`src/rtl/panel_pkg.sv`:
```
// Shared types and constants for the panel scan sequencer and its shift timer.
package panel_pkg;

  localparam int PWM_BITS  = 8;
  localparam int PWM_STEPS = 256;

  typedef enum logic [2:0] {
    ST_IDLE,
    ST_LOAD,
    ST_SHIFT,
    ST_LATCH,
    ST_BLOAD,
    ST_BSHIFT,
    ST_BLATCH
  } state_t;

  // Driver outputs stay blanked while idle and for the whole brightness reload.
  function automatic logic is_blank_state(input state_t s);
    return (s == ST_IDLE) || (s == ST_BLOAD) || (s == ST_BSHIFT) || (s == ST_BLATCH);
  endfunction

endpackage

```
`src/rtl/panel_shift_timer.sv`:
```
// Serial-bit timer: NUM_BITS bits of SHIFT_DIV clocks each, started by a one-cycle pulse.
module panel_shift_timer #(
  parameter int NUM_BITS  = 16,
  parameter int SHIFT_DIV = 2
) (
  input  logic clk,
  input  logic reset_n,
  input  logic start,
  output logic shift,
  output logic sclk,
  output logic done
);

  localparam int DIV_W = (SHIFT_DIV > 1) ? $clog2(SHIFT_DIV) : 1;
  localparam int BIT_W = (NUM_BITS > 1) ? $clog2(NUM_BITS) : 1;
  localparam logic [DIV_W-1:0] DIV_LAST = DIV_W'(SHIFT_DIV - 1);
  localparam logic [DIV_W-1:0] DIV_HALF = DIV_W'(SHIFT_DIV / 2);
  localparam logic [BIT_W-1:0] BIT_LAST = BIT_W'(NUM_BITS - 1);

  logic             active_q, active_d;
  logic [DIV_W-1:0] div_cnt_q, div_cnt_d;
  logic [BIT_W-1:0] bit_cnt_q, bit_cnt_d;
  logic             shift_q, shift_d;
  logic             sclk_q, sclk_d;

  always_comb begin
    active_d  = active_q;
    div_cnt_d = div_cnt_q;
    bit_cnt_d = bit_cnt_q;
    if (start) begin
      active_d  = 1'b1;
      div_cnt_d = '0;
      bit_cnt_d = '0;
    end else if (active_q) begin
      if (div_cnt_q == DIV_LAST) begin
        div_cnt_d = '0;
        if (bit_cnt_q == BIT_LAST) begin
          active_d  = 1'b0;
          bit_cnt_d = '0;
        end else begin
          bit_cnt_d = bit_cnt_q + 1'b1;
        end
      end else begin
        div_cnt_d = div_cnt_q + 1'b1;
      end
    end
    // Outputs are decoded from the next counter values so they leave a flop.
    shift_d = active_d && (div_cnt_d == DIV_LAST);
    sclk_d  = active_d && (div_cnt_d >= DIV_HALF);
  end

  always_ff @(posedge clk or negedge reset_n) begin
    if (!reset_n) begin
      active_q  <= 1'b0;
      div_cnt_q <= '0;
      bit_cnt_q <= '0;
      shift_q   <= 1'b0;
      sclk_q    <= 1'b0;
    end else begin
      active_q  <= active_d;
      div_cnt_q <= div_cnt_d;
      bit_cnt_q <= bit_cnt_d;
      shift_q   <= shift_d;
      sclk_q    <= sclk_d;
    end
  end

  assign shift = shift_q;
  assign sclk  = sclk_q;
  assign done  = active_q && (div_cnt_q == DIV_LAST) && (bit_cnt_q == BIT_LAST);

endmodule

```
`src/rtl/panel_scan_controller.sv`:
```
// PWM-slot sequencer for one panel: load, shift NUM_BITS bits, latch, with
// brightness reloads inserted just before the pwm_time=0 step.
module panel_scan_controller
  import panel_pkg::*;
#(
  parameter int NUM_BITS     = 16,
  parameter int SHIFT_DIV    = 2,
  parameter int LATCH_CYCLES = 2
) (
  input  logic                clk,
  input  logic                reset_n,
  input  logic                enable,
  input  logic                brightness_req,
  output logic [PWM_BITS-1:0] pwm_time,
  output logic                load_led_vals,
  output logic                load_brightness,
  output logic                shift,
  output logic                panel_sclk,
  output logic                panel_latch,
  output logic                panel_blank,
  output logic                frame_start,
  output logic                busy
);

  localparam int LAT_W = (LATCH_CYCLES > 1) ? $clog2(LATCH_CYCLES) : 1;
  localparam logic [LAT_W-1:0]    LAT_LAST = LAT_W'(LATCH_CYCLES - 1);
  localparam logic [PWM_BITS-1:0] PWM_LAST = PWM_BITS'(PWM_STEPS - 1);

  state_t              state_q, state_d;
  logic [PWM_BITS-1:0] pwm_time_q, pwm_time_d;
  logic [LAT_W-1:0]    lat_cnt_q, lat_cnt_d;
  logic                pending_q, pending_d;
  logic                load_led_vals_q, load_led_vals_d;
  logic                load_brightness_q, load_brightness_d;
  logic                panel_latch_q, panel_latch_d;
  logic                panel_blank_q, panel_blank_d;
  logic                frame_start_q, frame_start_d;
  logic                busy_q, busy_d;

  logic timer_start;
  logic timer_done;
  logic timer_shift;
  logic timer_sclk;
  logic lat_last;

  assign timer_start = (state_q == ST_LOAD) || (state_q == ST_BLOAD);
  assign lat_last    = (lat_cnt_q == LAT_LAST);

  panel_shift_timer #(
    .NUM_BITS  (NUM_BITS),
    .SHIFT_DIV (SHIFT_DIV)
  ) u_shift_timer (
    .clk     (clk),
    .reset_n (reset_n),
    .start   (timer_start),
    .shift   (timer_shift),
    .sclk    (timer_sclk),
    .done    (timer_done)
  );

  always_comb begin
    state_d    = state_q;
    pwm_time_d = pwm_time_q;
    lat_cnt_d  = lat_cnt_q;
    case (state_q)
      ST_IDLE:   if (enable) state_d = pending_q ? ST_BLOAD : ST_LOAD;
      ST_LOAD:   state_d = ST_SHIFT;
      ST_SHIFT:  if (timer_done) state_d = ST_LATCH;
      ST_LATCH: begin
        if (lat_last) begin
          lat_cnt_d  = '0;
          pwm_time_d = pwm_time_q + 1'b1;
          if ((pwm_time_q == PWM_LAST) && pending_q && enable) state_d = ST_BLOAD;
          else if (enable)                                     state_d = ST_LOAD;
          else                                                 state_d = ST_IDLE;
        end else begin
          lat_cnt_d = lat_cnt_q + 1'b1;
        end
      end
      ST_BLOAD:  state_d = ST_BSHIFT;
      ST_BSHIFT: if (timer_done) state_d = ST_BLATCH;
      ST_BLATCH: begin
        if (lat_last) begin
          lat_cnt_d = '0;
          state_d   = ST_LOAD;
        end else begin
          lat_cnt_d = lat_cnt_q + 1'b1;
        end
      end
      default:   state_d = ST_IDLE;
    endcase

    // A request landing in the BLOAD cycle survives the clear.
    pending_d = brightness_req || (pending_q && (state_q != ST_BLOAD));

    load_led_vals_d   = (state_d == ST_LOAD);
    load_brightness_d = (state_d == ST_BLOAD);
    panel_latch_d     = (state_d == ST_LATCH) || (state_d == ST_BLATCH);
    panel_blank_d     = is_blank_state(state_d);
    frame_start_d     = (state_d == ST_LOAD) && (pwm_time_d == '0);
    busy_d            = (state_d != ST_IDLE);
  end

  always_ff @(posedge clk or negedge reset_n) begin
    if (!reset_n) begin
      state_q           <= ST_IDLE;
      pwm_time_q        <= '0;
      lat_cnt_q         <= '0;
      pending_q         <= 1'b0;
      load_led_vals_q   <= 1'b0;
      load_brightness_q <= 1'b0;
      panel_latch_q     <= 1'b0;
      panel_blank_q     <= 1'b1;
      frame_start_q     <= 1'b0;
      busy_q            <= 1'b0;
    end else begin
      state_q           <= state_d;
      pwm_time_q        <= pwm_time_d;
      lat_cnt_q         <= lat_cnt_d;
      pending_q         <= pending_d;
      load_led_vals_q   <= load_led_vals_d;
      load_brightness_q <= load_brightness_d;
      panel_latch_q     <= panel_latch_d;
      panel_blank_q     <= panel_blank_d;
      frame_start_q     <= frame_start_d;
      busy_q            <= busy_d;
    end
  end

  assign pwm_time        = pwm_time_q;
  assign load_led_vals   = load_led_vals_q;
  assign load_brightness = load_brightness_q;
  assign shift           = timer_shift;
  assign panel_sclk      = timer_sclk;
  assign panel_latch     = panel_latch_q;
  assign panel_blank     = panel_blank_q;
  assign frame_start     = frame_start_q;
  assign busy            = busy_q;

endmodule

```
`config.mk`:
```
export PLATFORM = sky130hd
export DESIGN_NAME = panel_scan_controller
export DESIGN_NICKNAME = d
export VERILOG_FILES = /design/src/rtl/panel_pkg.sv /design/src/rtl/panel_shift_timer.sv /design/src/rtl/panel_scan_controller.sv
export SDC_FILE = /design/constraint.sdc
export NUM_CORES = 1
export LEC_CHECK = 0
export ABC_AREA = 1
export CORE_MARGIN = 5
export CORE_UTILIZATION = 48
export CTS_BUF_LIST = sky130_fd_sc_hd__clkbuf_4 sky130_fd_sc_hd__clkbuf_8
export DETAILED_ROUTE_END_ITERATION = 8
export DONT_BUFFER_PORTS = 1
export SLEW_MARGIN = 20
export SYNTH_ARGS = -nofsm -noshare
export SYNTH_HDL_FRONTEND = slang
export SYNTH_SLANG_ARGS = --single-unit
```
`constraint.sdc`:
```
create_clock -name clk -period 2.7 [get_ports clk]
set_clock_uncertainty 0.05 [all_clocks]
set_input_delay 0.54 -clock clk [delete_from_list [all_inputs] [get_ports clk]]
set_output_delay 0.54 -clock clk [all_outputs]
set_load 0.02 [all_outputs]
```
==> metrics <==
Static Leak 0.795 nW; Clock Power Share 13.4%; max reg flops 8; total CTS buffers 3; worst vdd ir 679 uV; Post-Synthesis Cell Area 1390 um2; CP most frequent cell nand2_1; Worst Setup End Kind register; Core Area 2760 um2; Final Hold Fails 0; routed length per instance 12.0 um; Buf/Inv on CP 1; Synth warnings 0; top cells by instance count after synthesis nand2_1 (47), inv_1 (30), dfrtp_1 (25), nor2_1 (16), nand3_1 (15); Worst EP required 2.91 ns; library cells used by synthesis 24; DRC 0; TritonCTS clock tree done; CP max FO 5; Async SR Flop Fraction 100%; DR iter-0 viols 95; Post-DP HPWL 1980 um; post-synth top area share 45.1%; Final Wtd Congestion 0.776; routed via count 1093; RSZ-0062 raised after global routing false; final slew viol count 0; syn_nets 188; Clk pin slew, worst setup/hold paths 0.14 ns; Worst Hold Class in2reg; pin count of the biggest net entering global routing 27; Seq pwr share 50.6%; EDFF count, synth 0; post-layout net count 191; top cells by area, synth dfrtp_1 (45%), nand2_1 (13%), inv_1 (8.1%); Max clock buf depth 2; area delta synth->final 5.59%; P_sw 697 uW; DR pass1 iterations 4; fillcell total 256; initial antenna violation count 0; Setup Total Neg Slack 0 ns; max_cap viols 0; sw frac 47.1%; status completed; H-tree Lvls 1; Slew @ Worst Pin 0.392 ns; clk root buf clkbuf_4; #FFs+latches synth 26; combinational cell fraction of total power 36.0%; crit path DAT 2.01 ns; fin crit share 66.7%; row cnt 19; Avg Inst Size Synth 7.67 um2; critical-path cell list ha_1 -> nand3_1 -> inv_1 -> nand2_1 -> nand2_1 -> nand2_1 -> nand2_1 -> nand2_1 -> nand2_1 -> nand2_1 -> nor2_1; # diodes 0; global router's overall resource usage 14.2%; Vias/cell 5.11; Skew-Pair Late Insertion Delay 0.32 ns; crit-path max cell delay 0.55 ns; slowest CP cell dfrtp_1; number of global-route vias before repair 1053; dominant cell type by area after synthesis dfrtp_1; FF/Latch Area 652 um2; Routed WL 2570 um; Setup Viol. Count Final 0; area taken by multi-input logic gates 581 um2; Top FF cell, synth dfrtp_1; Initial Utilization 50.3%; clock sink total 26; layout cell share with drive strength beyond 1 11.5%; Worst path top cell family by delay simple AND/OR/NAND/NOR gates; first-pass GRT wire length 4700 um; Die Wd 63.8 um; Crit Path Category reg2reg; # port buffers 0; Post-Route Utilization 53.1%; Worst slew margin 73.8%; PD cells 1010 nW/um2; min Tclk post-route 1.80 ns; die span in y 63.8 um; number of routed nets with antenna violations 0; most frequent cell after synthesis nand2_1; I/O Pins 20; die area 4070 um2; overall power 1.48 mW; CP Launch Type register; Mapped Cells 181; sequential fraction of the synthesis area 47.0%; Max Fclk 0.555 GHz; Internal Power 784 uW; total grt overflow 0
power groups by stage:
stage          Sequential, mW  Combinational [mW]  Clock, mW
4_1_cts                 0.751               0.542      0.203
5_1_grt                 0.775               0.637      0.228
3_5_place_dp            0.762               0.526          0
3_3_place_gp            0.759               0.516          0
2_1_floorplan           0.672               0.525          0
6_report                0.750               0.533      0.199
per-layer routing:
layer | GRT usage [%] | share of wire (%) | vias up
met2 | 23.0 | 48 | 22
met4 | 5.45 | 0.78 | 0
met5 | 0 | 0 | -
li1 | - | - | 572
met1 | 18.7 | 46 | 497
met3 | 2.80 | 4.9 | 2
worst reg2reg max path, cell delays in order, from the launching register on:
cell and delay (ns):
dfrtp_1 0.55, ha_1 0.26, nand3_1 0.11, inv_1 0.18, nand2_1 0.07, nand2_1 0.05
nand2_1 0.04, nand2_1 0.06, nand2_1 0.06, nand2_1 0.13, nand2_1 0.08, nor2_1 0.09
cell usage in the layout, fill, tap and decap left out, types with 2 or more instances in the layout:
cell type / n
inv_1: 30
o21ai_1: 8
nor2_2: 2
nand2_1: 47
clkbuf_4: 3
o21ai_0: 2
ha_1: 3
dfrtp_1: 25
nand3_2: 2
nor2_4: 2
a21oi_1: 4
nand3_1: 15
nand2_2: 4
nand4_1: 6
inv_2: 4
nor2_1: 16
layout make-up:
type / count / share of cell area (%)
flip-flops and latches: 26 / 44.5
well taps: 31 / 2.65
multi-input cells: 117 / 39.6
repair buffers: 2 / 2.05
inverters: 34 / 8.71
clock buffers: 4 / 2.48
path summary, 6_finish.rpt:
| path | start | to | slack, ns | cells after the start |
|---|---|---|---|---|
| hold reg to reg | u_shift_timer.bit_cnt_q[2] | u_shift_timer.bit_cnt_q[2] | 0.46 | 1 |
| setup reg to reg | pwm_time[1] | load_brightness | 0.90 | 11 |
| min in group asynchronous | reset_n | pwm_time[7] | 0.58 | 2 |
| max in group asynchronous | reset_n | panel_blank | 1.79 | 2 |
| setup / recovery | pwm_time[1] | load_brightness | 0.90 | 11 |
| hold / removal | brightness_req | pending_q | 0.25 | 1 |
what timing repair did:
action,CTS,global route
endpoints found under the hold margin,26,0
hold buffers,2,0
endpoints found under the setup margin,0,0
setup buffers,0,0
resized for setup,0,0
through the flow:
| step | setup WS [ns] | std cells | cell area, um2 | hold WS [ns] |
|---|---|---|---|---|
| final | 0.899 | 214 | 1470 | 0.250 |
| after global routing | 0.645 | 214 | 1470 | 0.231 |
| after CTS | 0.890 | 214 | 1470 | 0.243 |
| after detailed placement | 0.922 | 208 | 1400 | 0.195 |
| after global placement | 0.954 | 208 | 1400 | 0.195 |
| after floorplan | 1.16 | 181 | 1390 | 0.194 |
kinds of logic after synthesis:
group                    share of synthesized area, %
AND/OR/NAND/NOR                                  31.8
buffers and inverters                            11.2
flip-flops                                       47.0
AO/OA/AOI/OAI                                    6.67
adder cells (fa/ha/maj)                          2.71
XOR/XNOR                                        0.631
Note: power is estimated with default switching activity, not from simulation.
